`config.mk`:
```
export PLATFORM = sky130hd
export DESIGN_NAME = tl_inflight_monitor
export DESIGN_NICKNAME = d
export VERILOG_FILES = /design/src/rtl/tl_mon_pkg.sv /design/src/rtl/tl_inflight_monitor_beat_counter.sv /design/src/rtl/tl_inflight_monitor.sv
export SDC_FILE = /design/constraint.sdc
export NUM_CORES = 1
export LEC_CHECK = 0
export ABC_AREA = 1
export ABC_CLOCK_PERIOD_IN_PS = 7400
export CAP_MARGIN = 25
export CORE_MARGIN = 2
export CORE_UTILIZATION = 30
export CTS_BUF_LIST = sky130_fd_sc_hd__clkbuf_2
export DETAILED_ROUTE_END_ITERATION = 10
export HOLD_SLACK_MARGIN = 0.1
export PLACE_DENSITY = 0.48
export SYNTH_ARGS = -nofsm -noshare
export SYNTH_HDL_FRONTEND = slang
export SYNTH_HIERARCHICAL = 1
export SYNTH_SLANG_ARGS = --single-unit
```
`constraint.sdc`:
```
create_clock -name clock -period 7.4 [get_ports clock]
set_input_delay 2.22 -clock clock [delete_from_list [all_inputs] [get_ports clock]]
set_output_delay 2.22 -clock clock [all_outputs]
set_load 0.02 [all_outputs]
```
`src/rtl/tl_mon_pkg.sv`:
```
// Shared TileLink-UH monitor definitions: opcodes, error-bit indices and the beat-count helper.
package tl_mon_pkg;

    typedef enum logic [2:0] {
        A_PUT_FULL    = 3'd0,
        A_PUT_PARTIAL = 3'd1,
        A_ARITHMETIC  = 3'd2,
        A_LOGICAL     = 3'd3,
        A_GET         = 3'd4,
        A_INTENT      = 3'd5
    } a_opcode_e;

    typedef enum logic [2:0] {
        D_ACCESS_ACK      = 3'd0,
        D_ACCESS_ACK_DATA = 3'd1,
        D_HINT_ACK        = 3'd2
    } d_opcode_e;

    localparam int unsigned ERR_A_SRC_BUSY   = 0;
    localparam int unsigned ERR_D_SRC_IDLE   = 1;
    localparam int unsigned ERR_A_BURST_CHG  = 2;
    localparam int unsigned ERR_D_BURST_CHG  = 3;
    localparam int unsigned ERR_TIMEOUT      = 4;
    localparam int unsigned ERR_SEL_MIDBURST = 5;
    localparam int unsigned ERR_A_ILLEGAL_OP = 6;
    localparam int unsigned ERR_W            = 7;

    // Number of data beats a message occupies; only data-carrying opcodes span several beats.
    function automatic int unsigned beats(input logic [2:0] opcode, input int unsigned size,
                                          input logic is_d, input int unsigned beat_bytes);
        logic        multi;
        int unsigned bytes;
        multi = is_d ? (opcode == D_ACCESS_ACK_DATA) : (opcode <= A_LOGICAL);
        bytes = 32'd1 << size;
        if (!multi || bytes <= beat_bytes) begin
            return 32'd1;
        end
        return bytes / beat_bytes;
    endfunction

endpackage

```
`src/rtl/tl_inflight_monitor_beat_counter.sv`:
```
// Per-channel burst tracker: counts remaining beats and flags header changes inside a burst.
module tl_beat_counter
    import tl_mon_pkg::*;
#(
    parameter int unsigned SIZE_W     = 3,
    parameter int unsigned SRC_W      = 4,
    parameter int unsigned BEAT_BYTES = 8,
    parameter bit          IS_D       = 1'b0
) (
    input  logic              clock,
    input  logic              reset,
    input  logic              fire,
    input  logic [2:0]        opcode,
    input  logic [SIZE_W-1:0] size,
    input  logic [SRC_W-1:0]  source,
    output logic              first,
    output logic              last,
    output logic              busy,
    output logic              mismatch
);

    // Widest burst is 2**(2**SIZE_W - 1) bytes, so beats-1 always fits here.
    localparam int unsigned CNT_W = (32'd1 << SIZE_W) - 32'd1;

    logic [CNT_W-1:0]  cnt;
    logic [CNT_W-1:0]  load_c;
    logic [2:0]        op_q;
    logic [SIZE_W-1:0] size_q;
    logic [SRC_W-1:0]  src_q;

    always_comb begin
        load_c   = CNT_W'(beats(opcode, 32'(size), IS_D, BEAT_BYTES) - 32'd1);
        busy     = (cnt != '0);
        first    = fire & ~busy;
        last     = fire & (busy ? (cnt == CNT_W'(1)) : (load_c == '0));
        mismatch = fire & busy & ((opcode != op_q) | (size != size_q) | (source != src_q));
    end

    always_ff @(posedge clock) begin
        if (reset) begin
            cnt    <= '0;
            op_q   <= '0;
            size_q <= '0;
            src_q  <= '0;
        end else if (first) begin
            cnt    <= load_c;
            op_q   <= opcode;
            size_q <= size;
            src_q  <= source;
        end else if (fire) begin
            cnt <= cnt - CNT_W'(1);
        end
    end

endmodule

```
`src/rtl/tl_inflight_monitor.sv`:
```
// TL-UH protocol checker: observes the granted A port and the shared D channel, raises sticky errors.
module tl_inflight_monitor
    import tl_mon_pkg::*;
#(
    parameter int unsigned NUM_PORTS  = 2,
    parameter int unsigned SRC_W      = 4,
    parameter int unsigned SIZE_W     = 3,
    parameter int unsigned BEAT_BYTES = 8,
    parameter int unsigned TIMEOUT    = 256,
    localparam int unsigned SEL_W     = (NUM_PORTS > 1) ? $clog2(NUM_PORTS) : 1,
    localparam int unsigned NSRC      = 32'd1 << SRC_W
) (
    input  logic                        clock,
    input  logic                        reset,
    input  logic [NUM_PORTS-1:0]        a_valid,
    input  logic [NUM_PORTS-1:0]        a_ready,
    input  logic [NUM_PORTS*3-1:0]      a_opcode,
    input  logic [NUM_PORTS*SIZE_W-1:0] a_size,
    input  logic [NUM_PORTS*SRC_W-1:0]  a_source,
    input  logic [SEL_W-1:0]            a_sel,
    input  logic                        d_valid,
    input  logic                        d_ready,
    input  logic [2:0]                  d_opcode,
    input  logic [SIZE_W-1:0]           d_size,
    input  logic [SRC_W-1:0]            d_source,
    output logic [ERR_W-1:0]            err_vec,
    output logic                        err_pulse,
    output logic [NSRC-1:0]             inflight
);

    localparam int unsigned TO_W = (TIMEOUT > 0) ? $clog2(TIMEOUT + 1) : 1;

    logic              a_fire;
    logic [2:0]        a_op;
    logic [SIZE_W-1:0] a_sz;
    logic [SRC_W-1:0]  a_src;
    logic              d_fire;

    logic a_first, a_last, a_busy, a_mismatch;
    logic d_first, d_last, d_busy, d_mismatch;
    logic unused_beats;

    logic [SEL_W-1:0] sel_q;
    logic [TO_W-1:0]  to_cnt;
    logic [TO_W-1:0]  to_nxt;
    logic [NSRC-1:0]  inflight_mid;
    logic [NSRC-1:0]  inflight_nxt;
    logic [ERR_W-1:0] err_new;

    // Grant mux: an out-of-range a_sel observes nothing.
    always_comb begin
        a_fire = 1'b0;
        a_op   = '0;
        a_sz   = '0;
        a_src  = '0;
        if (32'(a_sel) < NUM_PORTS) begin
            a_fire = a_valid[a_sel] & a_ready[a_sel];
            a_op   = a_opcode[32'(a_sel) * 3 +: 3];
            a_sz   = a_size[32'(a_sel) * SIZE_W +: SIZE_W];
            a_src  = a_source[32'(a_sel) * SRC_W +: SRC_W];
        end
        d_fire = d_valid & d_ready;
    end

    tl_beat_counter #(
        .SIZE_W     (SIZE_W),
        .SRC_W      (SRC_W),
        .BEAT_BYTES (BEAT_BYTES),
        .IS_D       (1'b0)
    ) u_a_cnt (
        .clock    (clock),
        .reset    (reset),
        .fire     (a_fire),
        .opcode   (a_op),
        .size     (a_sz),
        .source   (a_src),
        .first    (a_first),
        .last     (a_last),
        .busy     (a_busy),
        .mismatch (a_mismatch)
    );

    tl_beat_counter #(
        .SIZE_W     (SIZE_W),
        .SRC_W      (SRC_W),
        .BEAT_BYTES (BEAT_BYTES),
        .IS_D       (1'b1)
    ) u_d_cnt (
        .clock    (clock),
        .reset    (reset),
        .fire     (d_fire),
        .opcode   (d_opcode),
        .size     (d_size),
        .source   (d_source),
        .first    (d_first),
        .last     (d_last),
        .busy     (d_busy),
        .mismatch (d_mismatch)
    );

    assign unused_beats = a_last ^ d_busy;

    // D completion frees its source before the A check, so same-cycle reuse is legal.
    always_comb begin
        inflight_mid = inflight & ~(d_last ? (NSRC'(1) << d_source) : '0);
        inflight_nxt = inflight_mid | (a_first ? (NSRC'(1) << a_src) : '0);

        to_nxt = '0;
        if (TIMEOUT != 0 && inflight != '0 && !d_fire) begin
            to_nxt = (to_cnt == TO_W'(TIMEOUT)) ? to_cnt : to_cnt + TO_W'(1);
        end

        err_new                   = '0;
        err_new[ERR_A_SRC_BUSY]   = a_first & inflight_mid[a_src];
        err_new[ERR_D_SRC_IDLE]   = d_first & ~inflight[d_source];
        err_new[ERR_A_BURST_CHG]  = a_mismatch;
        err_new[ERR_D_BURST_CHG]  = d_mismatch;
        err_new[ERR_TIMEOUT]      = (TIMEOUT != 0) && (to_nxt == TO_W'(TIMEOUT));
        err_new[ERR_SEL_MIDBURST] = a_busy & (a_sel != sel_q);
        err_new[ERR_A_ILLEGAL_OP] = a_fire & (a_op >= 3'd6);
    end

    always_ff @(posedge clock) begin
        if (reset) begin
            inflight  <= '0;
            err_vec   <= '0;
            err_pulse <= 1'b0;
            to_cnt    <= '0;
            sel_q     <= '0;
        end else begin
            inflight  <= inflight_nxt;
            err_vec   <= err_vec | err_new;
            err_pulse <= |(err_new & ~err_vec);
            to_cnt    <= to_nxt;
            if (a_first) begin
                sel_q <= a_sel;
            end
        end
    end

endmodule
```
==> run metrics <==
outcome completed; worst vdd ir 0.00006714 V; dpl cells 926; Ports 63; setup TNS 0 ns; area occupied by multi-input gates 0.002522 mm^2; worst-margin pin slew 0.6556 ns; Tot Pwr 913.8 uW; Post-Layout Inst Area 0.005170 mm^2; core area 0.01393 mm^2; Comb pwr share 30.8%; final hold vios 0; dpl ws 2.092 ns; Worst-path clk slew 0.18 ns; Pint 577.9 uW; Post-Syn Nets 747; Worst Setup Start Kind input port; power per cell area 176.8 mW/mm^2; worst hold slack 0.4824 ns; Synth Cell Area 0.004312 mm^2; Synth Area per Inst 6.168 um^2; RSZ-0062 raised after global routing false; worst relative slew slack 56.13%; worst hold path class flip-flop to flip-flop; fillers 1495; row count 43; initial antenna violation count 0; MaxCap Viol Count 0; Worst-Skew Late Latency 0.53 ns; # hold bufs at CTS 0; postcts setup bufs 0; Gate Count Post-Synth 699; Req. time, crit path 7.83 ns; post-route antenna net violation count 0; final worst slack 2.673 ns; NumNets Final 805; dpl cell area 0.005065 mm^2; CP Cell Sequence clkdlybuf4s50_1 > nor2_1 > nand2_1 > inv_1 > nand3_1 > ha_1 > inv_1 > nand2_1 > nand2_1 > nand4_1 > nand2_1 > inv_1 > nor2_1 > inv_1 > o21ai_0 > a21oi_1 > nand2_1 > nand2_1 > nand2_1 > a21oi_1 > nor2_1 > nor2_1; Chip Height 123.9 um; first-pass iteration count of the detailed router 5; LEAKAGE 2.285 nW; CP Max Fanout 7; Ys Warns 6; Crit-path slowest cell clkdlybuf4s50_1; Reg power frac 45.6%; wire length per cell 12.98 um; max-slew violations 0; GRT Util Overall 16.89%; Sink Count 68; max frequency 211.6 MHz; final period utilization 63.88%; Post-Route WL 12230 um; global route total overflow 0; Root Buffer clkbuf_2; Core Util, Final 37.10%; ant diodes 0; CTS buffer count 9; DRC 0; CP max stage delay 0.45 ns; Sequential Area 0.001361 mm^2; sw power 335.9 uW; switch share 36.76%; Final min period 4.727 ns; Avg Vias per Cell 4.715; PostCTS Resize Cnt 0; die area 0.01535 mm^2; Initial Utilization 30.94%; Crit. End Element flip-flop; DIE WIDTH 123.9 um; pin count of the biggest net entering global routing 27; Clock Power Share 23.6%; area delta synth->final 19.91%; most used cell, CP nand2_1; critical path class input port to flip-flop; CP Data Arrival Time 5.16 ns; vias in the first global route 4124; clock skew 0.01911 ns; vias 4442; fin cells 942; Detail Placement HPWL 9436 um; CTS H-tree depth 3; clk buf depth 2; initial drt markers 354; share of layout cells above drive strength 1 6.430%; Placer Congestion 0.8602; first-pass GRT wire length 20070 um; final-report setup violation count 0; CTS tree built; Port Buffers 62
[layout make-up]
type	instances	area share, %
clock buffers	10	0.9681
clock inverters	6	1.065
inverters	86	6.341
multi-input cells	529	48.79
flip-flops and latches	68	26.33
well taps	180	4.356
repair buffers	63	12.15
[routing by layer]
metal	up-vias	global-route usage (%)	wire length, um
met5	-	0	0
met4	0	4.545	146
met3	14	4.167	730
met2	121	26.20	5377
met1	1996	23.31	5975
li1	2311	-	-
[registers in the layout, summed over array words and instances, names as in the netlist, 4 cells and up]
signal / count
inflight: 16
u_d_cnt/src_q: 4
u_d_cnt/cnt: 7
err_vec: 7
u_a_cnt/cnt: 7
u_a_cnt/src_q: 4
to_cnt: 9
[path summary, 6_finish.rpt]
kind                   from    endpoint  slack (ns)  cells past startpoint
max             d_opcode[2]   err_pulse        2.67                     22
min              err_vec[1]  err_vec[1]        0.48                      2
max reg2reg  u_d_cnt/cnt[0]   err_pulse        4.46                     19
min reg2reg      err_vec[1]  err_vec[1]        0.48                      2
[power groups by stage]
stage,clock network [mW],logic (mW),registers [mW]
after floorplan,0,0.198,0.427
after global placement,0,0.280,0.424
after detailed placement,0,0.282,0.425
after CTS,0.229,0.284,0.417
after global routing,0.243,0.321,0.421
final,0.216,0.281,0.417
[cells in the final DEF, fill, tap and decap left out, drive strengths merged, types with 2 or more instances in the layout]
cell type and count:
clkdlybuf4s50 62, nand2 205, clkbuf 10, xor2 14
o22ai 3, nand4 9, o21ai 44, a21oi 41
a21boi 2, clkinv 4, ha 9, o21a 3
nor2 139, inv 86, nand3 41, or2 2
a31oi 2, nand3b 4, dfxtp 68, nor3 8
[worst max-delay path: cells and delay by family]
| kind | cells | cell delay [ns] |
|---|---|---|
| buf+inv | 5 | 0.80 |
| fa+ha+maj | 1 | 0.24 |
| simple gates | 13 | 1.48 |
| compound gates | 3 | 0.43 |
(Power assumes the default switching activity.)
